`src/rtl/rst_merge_pkg.sv`:
```
// Shared definitions for the reset merge / sequencer block: the sequencer
// state encoding, default parameter values and a counter-width helper.
package rst_merge_pkg;

    typedef enum logic [1:0] {
        ST_ASSERT  = 2'd0,
        ST_STRETCH = 2'd1,
        ST_RELEASE = 2'd2,
        ST_RUN     = 2'd3
    } rst_state_e;

    localparam int DEF_SRC_NUM     = 4;
    localparam int DEF_OUT_NUM     = 3;
    localparam int DEF_STRETCH_CYC = 16;
    localparam int DEF_GAP_CYC     = 4;
    localparam int DEF_SYNC_STAGE  = 2;

    // Counter width needed to hold n-1, never narrower than one bit.
    function automatic int cnt_w(input int n);
        int w;
        w = $clog2(n);
        return (w < 1) ? 1 : w;
    endfunction

endpackage

```
`src/rtl/rst_merge_seq_sig_sync.sv`:
```
// Multi-bit synchroniser: each input bit gets its own STAGES-deep flop chain.
// Flops reset to 1 so that an active-low source reads as inactive during and
// right after block reset.
module sig_sync #(
    parameter int WIDTH  = 4,
    parameter int STAGES = 2
) (
    input  logic             i_clk,
    input  logic             i_rst,
    input  logic [WIDTH-1:0] i_d,
    output logic [WIDTH-1:0] o_q
);

    for (genvar b = 0; b < WIDTH; b++) begin : g_bit
        logic [STAGES-1:0] chain;

        // Shift the raw asynchronous bit through the chain, bit 0 first.
        always_ff @(posedge i_clk or posedge i_rst) begin
            if (i_rst) begin
                chain <= '1;
            end else begin
                chain <= {chain[STAGES-2:0], i_d[b]};
            end
        end

        assign o_q[b] = chain[STAGES-1];
    end

endmodule

```
`src/rtl/rst_merge_seq.sv`:
```
// Reset merge and sequencer. Merges several asynchronous active-low reset
// sources plus a software request into one request, holds all output resets
// asserted while any request is present, stretches for STRETCH_CYC cycles
// after the last request goes away, then releases the outputs one at a time
// in index order, GAP_CYC cycles apart. Sticky cause flags record which
// request(s) caused a reset.
module rst_merge_seq
    import rst_merge_pkg::*;
#(
    parameter int SRC_NUM     = DEF_SRC_NUM,
    parameter int OUT_NUM     = DEF_OUT_NUM,
    parameter int STRETCH_CYC = DEF_STRETCH_CYC,
    parameter int GAP_CYC     = DEF_GAP_CYC,
    parameter int SYNC_STAGE  = DEF_SYNC_STAGE,
    parameter int END_OF_LIST = 1
) (
    input  logic               i_clk,
    input  logic               i_rst,
    input  logic [SRC_NUM-1:0] i_src_rst_n,
    input  logic [SRC_NUM-1:0] i_src_en,
    input  logic               i_sw_rst,
    input  logic [SRC_NUM:0]   i_cause_clr,
    output logic [OUT_NUM-1:0] o_rst_n,
    output logic               o_busy,
    output logic [SRC_NUM:0]   o_cause
);

    localparam int SCW = cnt_w(STRETCH_CYC);
    localparam int GCW = cnt_w(GAP_CYC);

    localparam logic [SCW-1:0]     STRETCH_LOAD = SCW'(STRETCH_CYC - 1);
    localparam logic [GCW-1:0]     GAP_LOAD     = GCW'(GAP_CYC - 1);
    localparam logic [OUT_NUM-1:0] FIRST_BIT    = OUT_NUM'(1);

    logic [SRC_NUM-1:0] src_sync;
    logic [SRC_NUM:0]   req;
    logic               req_any;

    rst_state_e         state, state_n;
    logic [SCW-1:0]     s_cnt, s_cnt_n;
    logic [GCW-1:0]     g_cnt, g_cnt_n;
    logic [OUT_NUM-1:0] rst_n_q, rst_n_n;
    logic [OUT_NUM-1:0] rst_n_step;
    logic [SRC_NUM:0]   cause_q;

    sig_sync #(
        .WIDTH  (SRC_NUM),
        .STAGES (SYNC_STAGE)
    ) u_sig_sync (
        .i_clk (i_clk),
        .i_rst (i_rst),
        .i_d   (i_src_rst_n),
        .o_q   (src_sync)
    );

    // Synchronised sources are active-low; invert, gate with enables and add
    // the software request as the top bit.
    assign req     = {i_sw_rst, ~src_sync & i_src_en};
    assign req_any = |req;

    // Released outputs always form a thermometer from bit 0 upward, so the
    // next release just shifts in another 1 at the bottom.
    assign rst_n_step = (rst_n_q << 1) | FIRST_BIT;

    // State register, counters and the registered output-reset vector.
    always_ff @(posedge i_clk or posedge i_rst) begin
        if (i_rst) begin
            state   <= ST_ASSERT;
            s_cnt   <= '0;
            g_cnt   <= '0;
            rst_n_q <= '0;
        end else begin
            state   <= state_n;
            s_cnt   <= s_cnt_n;
            g_cnt   <= g_cnt_n;
            rst_n_q <= rst_n_n;
        end
    end

    // Next-state logic: any request forces ASSERT from every state and
    // abandons in-flight counting; otherwise stretch, then release in steps.
    always_comb begin
        state_n = state;
        s_cnt_n = s_cnt;
        g_cnt_n = g_cnt;
        rst_n_n = rst_n_q;
        if (req_any) begin
            state_n = ST_ASSERT;
            s_cnt_n = '0;
            g_cnt_n = '0;
            rst_n_n = '0;
        end else begin
            case (state)
                ST_ASSERT: begin
                    state_n = ST_STRETCH;
                    s_cnt_n = STRETCH_LOAD;
                    rst_n_n = '0;
                end
                ST_STRETCH: begin
                    if (s_cnt == '0) begin
                        rst_n_n = rst_n_step;
                        g_cnt_n = GAP_LOAD;
                        state_n = (&rst_n_step) ? ST_RUN : ST_RELEASE;
                    end else begin
                        s_cnt_n = s_cnt - 1'b1;
                    end
                end
                ST_RELEASE: begin
                    if (g_cnt == '0) begin
                        rst_n_n = rst_n_step;
                        g_cnt_n = GAP_LOAD;
                        state_n = (&rst_n_step) ? ST_RUN : ST_RELEASE;
                    end else begin
                        g_cnt_n = g_cnt - 1'b1;
                    end
                end
                default: begin
                    rst_n_n = '1;
                end
            endcase
        end
    end

    // Outputs: reset vector comes straight from its register; busy until RUN.
    always_comb begin
        o_rst_n = rst_n_q;
        o_busy  = (state != ST_RUN);
    end

    // Sticky cause flags: a live request sets its flag, which beats a clear
    // strobe arriving on the same edge.
    always_ff @(posedge i_clk or posedge i_rst) begin
        if (i_rst) begin
            cause_q <= '0;
        end else begin
            cause_q <= (cause_q & ~i_cause_clr) | req;
        end
    end

    assign o_cause = cause_q;

endmodule

```
`config.mk`:
```
export PLATFORM = sky130hd
export DESIGN_NAME = rst_merge_seq
export DESIGN_NICKNAME = d
export VERILOG_FILES = /design/src/rtl/rst_merge_pkg.sv /design/src/rtl/rst_merge_seq_sig_sync.sv /design/src/rtl/rst_merge_seq.sv
export SDC_FILE = /design/constraint.sdc
export NUM_CORES = 1
export LEC_CHECK = 0
export ABC_CLOCK_PERIOD_IN_PS = 2400
export CAP_MARGIN = 10
export CORE_MARGIN = 3
export CORE_UTILIZATION = 48
export CTS_CLUSTER_DIAMETER = 100
export DETAILED_ROUTE_END_ITERATION = 12
export PLACE_DENSITY = 0.77
export SETUP_SLACK_MARGIN = 0.5
export SLEW_MARGIN = 40
export SYNTH_ARGS = -nofsm -noshare
export SYNTH_HDL_FRONTEND = slang
export SYNTH_SLANG_ARGS = --single-unit
```
`constraint.sdc`:
```
create_clock -name i_clk -period 2.4 [get_ports i_clk]
set_input_delay 0.36 -clock i_clk [delete_from_list [all_inputs] [get_ports i_clk]]
set_output_delay 0.36 -clock i_clk [all_outputs]
set_load 0.02 [all_outputs]
```
==> results.md <==
* Status: completed
* Initial Utilization at 0.528
* Worst r2r src: s_cnt[0]$_DFFE_PP0P_
* Synthesized cell area at roughly 0.0011 mm2
* First-pass GRT wire length at 3510 um
* Setup Skew at 0.00253 ns
* CTS tree: yes
* Sequential share of power at 0.491
* Htree depth at 1
* Nets@finish at 148
* Post-cts hold buffer count at 0
* Main synth FF type: dfrtp_1
* Layout cell share with drive strength beyond 1 at 0.176
* Die ar. at between 0.002 and 0.003 mm2
* Highest-count cells in the layout ignoring fill and taps: clkdlybuf4s50_1 (23), inv_1 (16), dfrtp_1 (16), nor2_1 (11), dfstp_2 (8)
* TNS Setup at 0 ns
* Detailed-route via count at 786
* CP max FO at 7
* Final Critical Period at 1.82 ns
* Final WL at 2110 um
* CP startpoint: s_cnt[0]$_DFFE_PP0P_
* Dpl hpwl at about 1600 um
* Max Freq at 548 MHz
* Gate power share at 0.190
* Die width at ~53 um
* Drc violations at 0
* Critical Path Source Type: flop
* Async set-reset flop share out of synthesis at 1.00
* Initial antenna violation count at 0
* Slew Viols, Final at 0
* Critical path's slowest cell: or3b_4
* Synth Area per Inst at 11.0 um2
* Total power per unit cell area at 635 mW/mm2
* Gpl congestion at between 0.7 and 0.8
* Largest net degree at the start of global routing at 25
* Netlist cell types at 27
* Synth top area share at 0.371
* Die height at roughly 53 um
* Drt first pass iters at 4
* Worst-Skew Late Latency at 0.32 ns
* Tcrit/Tclk final at 0.760
* Critical path class: flop to flop
* Worst-Margin Slew at 0.500 ns
* Initial detailed-routing violation count at 9
* Static leakage at approximately 0.63 nW
* R2R setup slack at 0.58 ns
* Antenna viol nets, final at 0
* Synth warnings at 0
* RSZ-0062 raised after global routing: false
* Clock Pin Slew Worst Setup and Hold Paths at 0.13 ns
* # diodes at 0
* Crit-path leading delay family: simple AND/OR/NAND/NOR gates
* Boundary pin count at 25
* Largest cells by area after synthesis: dfrtp_1 (37%), dfstp_2 (19%), ha_1 (7.0%)
* Vias in the first global route at between 800 and 900
* Rows at 16
* Clock Power Share at 0.318
* Area growth, synth to finish at 33.1%
* Clock tree buffer depth at 2
* Slew HR at 0.666
* Endpoint type of the worst setup path: flop
* Count of flip-flops with a built-in enable after synthesis at 0
* Cell taking the most area after synthesis: dfrtp_1
* Max VDD drop at 675 uV
* Core area at 0.00204 mm2
* Fin worst setup slack at 0.576 ns
* Final Core Density at 0.703
* Overall Global Routing Usage at 0.175
* Internal power at about 0.00069 W
* Final Total Pwr at 0.000911 W
* Final Hold Viols at 0
* Crit path buffers/inverters at 1
* Net Sw Frac at 0.246
* CTS Buf Count at 3
* Hold Crit Class: primary input to async pin
* Most common cell after layout, fill and taps aside: clkdlybuf4s50_1
* Final setup fails at 0
* Worst endpoint required time at 2.60 ns
* Total clock sinks at 24
* Worst path cell trace: inv_1, ha_2, or3b_4, a211oi_4, mux2i_1, nor2_1
* Max-Cap Viols at 0
* CP Data Arrival Time at 2.02 ns
* PortBufs at 24
* Vias per inst at 5.17
* Syn Inst Count at between 90 and 100
* Gr ovfl total at 0
* Sequential element share of the synthesized area at 0.566
* Net Sw Power at approximately 0.00022 W
* Seq cells post-synth at 24
* Drt wl/cell at 13.9 um
* Pre-CTS setup slack at roughly 0.44 ns
* Mapped Nets at 120
* Crit path largest cell delay at 0.45 ns
* Root Buffer: clkbuf_4
sequential cells by signal (all words and copies together), names as in the netlist:
signal and cells:
u_sig_sync.g_bit.chain 8, g_cnt 2, state 2, o_cause 5, o_rst_n 3, s_cnt 4
layer usage:
| layer | up-vias | part of all wire | GRT usage |
|---|---|---|---|
| li1 | 378 | - | - |
| met1 | 380 | 0.40 | 0.195 |
| met2 | 22 | 0.55 | 0.304 |
| met3 | 6 | 0.039 | 0.0563 |
| met4 | 0 | 0.013 | 0.0681 |
| met5 | - | 0 | 0 |
cell type report:
class / count / area, um2
Tap cell: 27 / 33.8
Clock buffer: 3 / 22.5
Timing Repair Buffer: 26 / 254
Fill cell: 170 / 607
Inverter: 16 / 60.1
Clock inverter: 1 / 30.0
Multi-Input combinational cell: 55 / 424
Sequential cell: 24 / 611
synthesized netlist by cell type (2+ instances only):
cell,number
a211oi_1,3
a21oi_1,4
a311oi_1,4
dfrtp_1,16
dfstp_2,8
ha_1,6
inv_1,16
mux2i_1,3
nand2_1,2
nand2b_1,4
nor2_1,11
nor3_1,4
o21ai_0,3
worst min-delay path, stage by stage:
cell and delay, ns:
clkdlybuf4s50_1 0.39, inv_1 0.05, buf_4 0.28
final timing paths:
kind,to,cells after the start
setup / recovery,state[1]$_DFFE_PP0P_,6
hold / removal,g_cnt[1]$_DFFE_PP0P_,3
setup reg to reg,state[1]$_DFFE_PP0P_,6
hold reg to reg,u_sig_sync.g_bit[1].chain[1]$_DFF_PP1_,0
max in group asynchronous,u_sig_sync.g_bit[2].chain[1]$_DFF_PP1_,3
min in group i_clk,u_sig_sync.g_bit[1].chain[1]$_DFF_PP1_,0
metrics by stage:
stage	area (um2)	hold WS [ns]	instances
after global routing	1440	0.368	152
final	1440	0.365	152
after CTS	1400	0.366	151
after floorplan	1080	0.345	98
after global placement	1340	0.346	147
after detailed placement	1340	0.347	147
cell families (layout without fill, tap and decap cells):
family | count (synthesis) | after routing | synth area share
AND/OR/NAND/NOR | 25 | 25 | 0.113
flip-flops | 24 | 24 | 0.566
AO/OA/AOI/OAI | 19 | 19 | 0.129
buffers and inverters | 19 | 46 | 0.0731
adder cells (fa/ha/maj) | 6 | 6 | 0.0696
multiplexers | 4 | 4 | 0.0418
XOR/XNOR | 1 | 1 | 0.00812
power groups by stage:
stage | Combinational (W) | Sequential [W] | Clock, W
final | 0.000173 | 0.000448 | 0.000290
after CTS | 0.000159 | 0.000448 | 0.000297
after global routing | 0.000192 | 0.000451 | 0.000310
after global placement | 0.000150 | 0.000453 | 0
after floorplan | 0.0000913 | 0.000462 | 0
after detailed placement | 0.000156 | 0.000454 | 0
timing repair:
item	CTS	global route
setup endpoints to repair	4	7
setup buffers	0	1
cloned	0	0
pin swaps	0	2
gates resized for setup	3	6
Power figures use the tool's default switching activity.
==> RTL change 1, RTL diff (same flow settings) <==
Put one more register stage on the output `o_cause`, with the module's reset. The value now appears one clock later. The other outputs are not delayed to match.
--- a/src/rtl/rst_merge_seq.sv
+++ b/src/rtl/rst_merge_seq.sv
@@ -137,7 +137,13 @@
         end
     end
 
-    assign o_cause = cause_q;
+    always_ff @(posedge i_clk or posedge i_rst) begin
+        if (i_rst) begin
+            o_cause <= '0;
+        end else begin
+            o_cause <= cause_q;
+        end
+    end
 
 endmodule
 
Function: changed (a bounded check fails within 4 cycles, from zero or initial values and one cycle with i_rst high).
==> RTL change 1 against the unedited design <==
- non-clock buffer count decreased by 1
- power increased by 7.1%
- final area rose by 7.0%
- hold slack got worse by 110 ps
- sequential cell count rose by 5
- routed wire length shrank 5.1%
- count of clock-buffer cells in the layout up 3
- sequential share of layout area is 5.4 points higher
- setup slack better by 23 ps
- combinational power shrank 5%
- synthesized area increased by 13%
==> RTL change 1: results (changes against the unedited design) <==
leakage 0.000705 uW (+11%); most frequent cells after synthesis dfrtp_1 (21), inv_1 (16), nor2_1 (11); Initial DRC Count 5 (-4); Slowest-stage cell, CP or3b_4; sequential group power 540 uW (+21%); Peak VDD IR 540 uV (-20%); Max Root-Sink Buffers 2 (unchanged); Hold Path Class in2async; vias in the first global route 799 (-4.5%); Clk power 272 uW (-6%); port buffer count 24 (unchanged); wire per inst 12.4 um (-10%); post-synthesis adder-cell area fraction 6.17% (-0.79 points); sequential cell area fraction in the yosys report 60.5% (+3.9 points); Placed Cells 153 (+4.1%); cell at the root of the clock tree clkbuf_4; Synth area leaders dfrtp_1 (43%), dfstp_2 (17%), ha_1 (6.2%); Via-to-Cell Ratio 5.03 (-2.7%); DP Worst Slack 508 ps (+64.0 ps); asr flop ratio synth 100% (unchanged); Cells after Synth 103 (+5.1%); Synth Flop Type dfrtp_1; crit-path leading delay family simple AND/OR/NAND/NOR gates; Total Nets Final 154 (+4.1%); GP Congestion 0.793 (+5.9%); antenna violations before repair 0 (unchanged); clock-pin slew on the worst setup and hold paths 90 ps (-40 ps); global-route wire length before repair 3420 um (-2.6%); Synth Area in Compound Gates 11.6% (-1.3 points); Detailed Place HPWL 1460 um (-7.1%); Max-slew headroom 68.5% (+1.9 points); Worst Clk Skew 2.92 ps (+0.389 ps); largest net degree at the start of global routing 24 (-4.0%); status finished clean; xor and xnor area share after synthesis 0.720% (-0.092 points); CP Max Fanout 7 (unchanged); Regs by FF count u_sig_sync.g_bit.chain: 8 flops, cause_q: 5 flops, o_cause: 5 flops; Setup Buffers After CTS 0 (unchanged); drt first pass iters 4 (unchanged); switch share 26.5% (+1.9 points); mux share of post-synthesis cell area 4.53% (+0.35 points); H-tree Lvls 2 (+1); GRT Util Overall 14.0% (-3.5 points); syn nets 125 (+4.2%); total CTS buffers 5 (+2); worst skew pair latency 310 ps; ratio of cells with drive above 1 in the final layout 15.8% (-1.8 points); Worst Path Arrival 1990 ps (-30 ps); Crit path largest cell delay 450 ps (about the same); DR vias 810 (+3.1%)
RTL change 1: cell families (layout without fill, tap and decap cells):
logic type      count (synthesis)  count (layout)
compound gates                 18              18
xor+xnor                        1               1
fa+ha+maj                       6               6
buf+inv                        19              49
flops                          29              29
mux                             5               5
simple gates                   25              25
RTL change 1: worst paths after layout:
path                                               from  slack (ps)                           end  cells after the start
min in group i_clk         u_sig_sync.g_bit[1].chain[0]         360  u_sig_sync.g_bit[1].chain[1]                      0
max                                            s_cnt[0]         600                    o_rst_n[0]                      6
min reg2reg                u_sig_sync.g_bit[1].chain[0]         360  u_sig_sync.g_bit[1].chain[1]                      0
max reg2reg                                    s_cnt[0]         600                    o_rst_n[0]                      6
min                                               i_rst         260                    cause_q[4]                      2
max in group asynchronous                         i_rst        1540  u_sig_sync.g_bit[0].chain[0]                      3
RTL change 1: area by class of cell:
class / count / area (um2)
inverter: 16 / 60.1
clock inverter: 2 / 10.0
tap: 28 / 35.0
clock buffer: 6 / 41.3
sequential: 29 / 736
fill: 196 / 762
multi-input combinational: 55 / 407
timing repair buffer: 25 / 246
RTL change 1: what timing repair did:
action,CTS,global route
cloned,0,0
endpoints found under the setup margin,1,10
resized for setup,1,2
pin swaps,0,1
RTL change 1: stage by stage:
stage          utilization, %  cell area [um2]  total power [uW]
2_1_floorplan               -             1220               654
3_3_place_gp             64.4             1480               704
3_5_place_dp             64.4             1480               710
4_1_cts                  66.6             1530               984
5_1_grt                  66.8             1540              1030
6_report                 66.8             1540               976
RTL change 1: per-layer routing:
layer,GRT usage [%],routed length (um),vias up
li1,-,-,398
met4,3.05,0,0
met1,16.6,888,392
met3,6.44,119,0
met5,0,0,-
met2,23.2,996,20
==> RTL change 2, RTL diff (same flow settings) <==
Without the edit above. The package constant `DEF_STRETCH_CYC` goes from 16 to 17.
--- a/src/rtl/rst_merge_pkg.sv
+++ b/src/rtl/rst_merge_pkg.sv
@@ -11,7 +11,7 @@
 
     localparam int DEF_SRC_NUM     = 4;
     localparam int DEF_OUT_NUM     = 3;
-    localparam int DEF_STRETCH_CYC = 16;
+    localparam int DEF_STRETCH_CYC = 17;
     localparam int DEF_GAP_CYC     = 4;
     localparam int DEF_SYNC_STAGE  = 2;
 
Check against the original RTL: no difference found for any inputs over 10 cycles, from zero or initial values and one cycle with i_rst high; that may be too few to reach the edited logic, so the function may still have changed.
==> RTL change 2 against the unedited design <==
- final area increased by 4.5%
- largest cell class unchanged
- power decreased by 14%
- routed wire length increased by 8.2%
- sequential power increased by 2%
- synthesized area increased by 5.8%
- setup slack got worse by 65 ps
- sequential cell count increased by 1
- largest power group unchanged
- sequential share of layout area decreased by 0.18 points
==> RTL change 2: results (changes against the unedited design) <==
DP Worst Slack 459 ps (+15.0 ps); comb pwr 138 uW (-20%); post-synthesis adder-cell area fraction 6.58% (-0.38 points); synth unique cells 29 (+7.4%); GP Congestion 0.730 (-2.5%); met1 Track Usage GR 20.7% (+1.2 points); syn nets 128 (+6.7%); xor and xnor area share after synthesis 0.768% (-0.045 points); status finished clean; Final Instance Area 0.00150 mm2 (+4.5%); Hold Path Class in2async; Slowest-stage cell, CP or4b_4; Via-to-Cell Ratio 5.33 (+3.1%); largest net degree at the start of global routing 20 (-20%); Psw 205 uW (-8.4%); time the worst path needs with I/O delays and setup 1890 ps (+64.9 ps); sequential power share 58.3% (+9.2 points); Synth area leaders dfrtp_1 (37%), dfstp_2 (18%), ha_1 (6.6%); global-route wire length before repair 3460 um (-1.4%); Synth Area per Inst 10.8 um2 (-2.2%); ratio of cells with drive above 1 in the final layout 18.4% (+0.78 points); GR Util met3 3.00% (-2.6 points); DR vias 874 (+11%); mux share of post-synthesis cell area 3.62% (-0.56 points); dpl cell area 0.00142 mm2 (+5.6%); leakage 0.000706 uW (+11%); Worst Path Arrival 2090 ps (+70 ps); sequential cell area fraction in the yosys report 55.7% (-0.91 points); Worst Setup SP s_cnt[1]; Crit path largest cell delay 530 ps (+80 ps); Synth Area in Compound Gates 14.1% (+1.3 points); # fillers 182 (+7.1%); Logic pwr share 17.6% (-1.4 points); Least-Margin Pin Slew 489 ps (-10.9 ps); Initial DRC Count 33 (+24); GRT Util Overall 16.1% (-1.4 points); Detailed Place HPWL 1640 um (+4.3%); met2 usage 26.2% (-4.2 points); antenna violations before repair 0 (unchanged); Total Nets Final 159 (+7.4%); WL final 2280 um (+8.2%); CP Max Fanout 4 (-3); Peak VDD IR 483 uV (-28%); Worst Clk Skew 8.75 ps (+6.22 ps); reg2reg setup slack 510 ps (-60 ps)
[RTL change 2: layout make-up]
| class | count | share of cell area [%] |
|---|---|---|
| Sequential cell | 25 | 42.4 |
| Tap cell | 28 | 2.34 |
| Inverter | 18 | 4.50 |
| Timing Repair Buffer | 28 | 17.9 |
| Multi-Input combinational cell | 61 | 30.9 |
| Clock inverter | 1 | 0.500 |
| Clock buffer | 3 | 1.50 |
[RTL change 2: repair_timing]
action | in CTS | in global routing
gates resized for setup | 4 | 4
buffers inserted | 1 | 2
pin swaps | 1 | 2
setup endpoints to repair | 7 | 7
hold endpoints to repair | 0 | 0
[RTL change 2: how the worst max path moves through the flow]
| stage | endpoint | cells after the start |
|---|---|---|
| after detailed placement | state[1] | 6 |
| after CTS | state[1] | 6 |
| after floorplan | state[1] | 6 |
| after global placement | state[1] | 6 |
| final | state[1] | 6 |
| after global routing | state[1] | 6 |
[RTL change 2: metal layers]
metal	share of wire [%]	up-vias
met2	51	27
met1	41	420
li1	-	419
met4	2.3	0
met3	5.0	8
met5	0	-
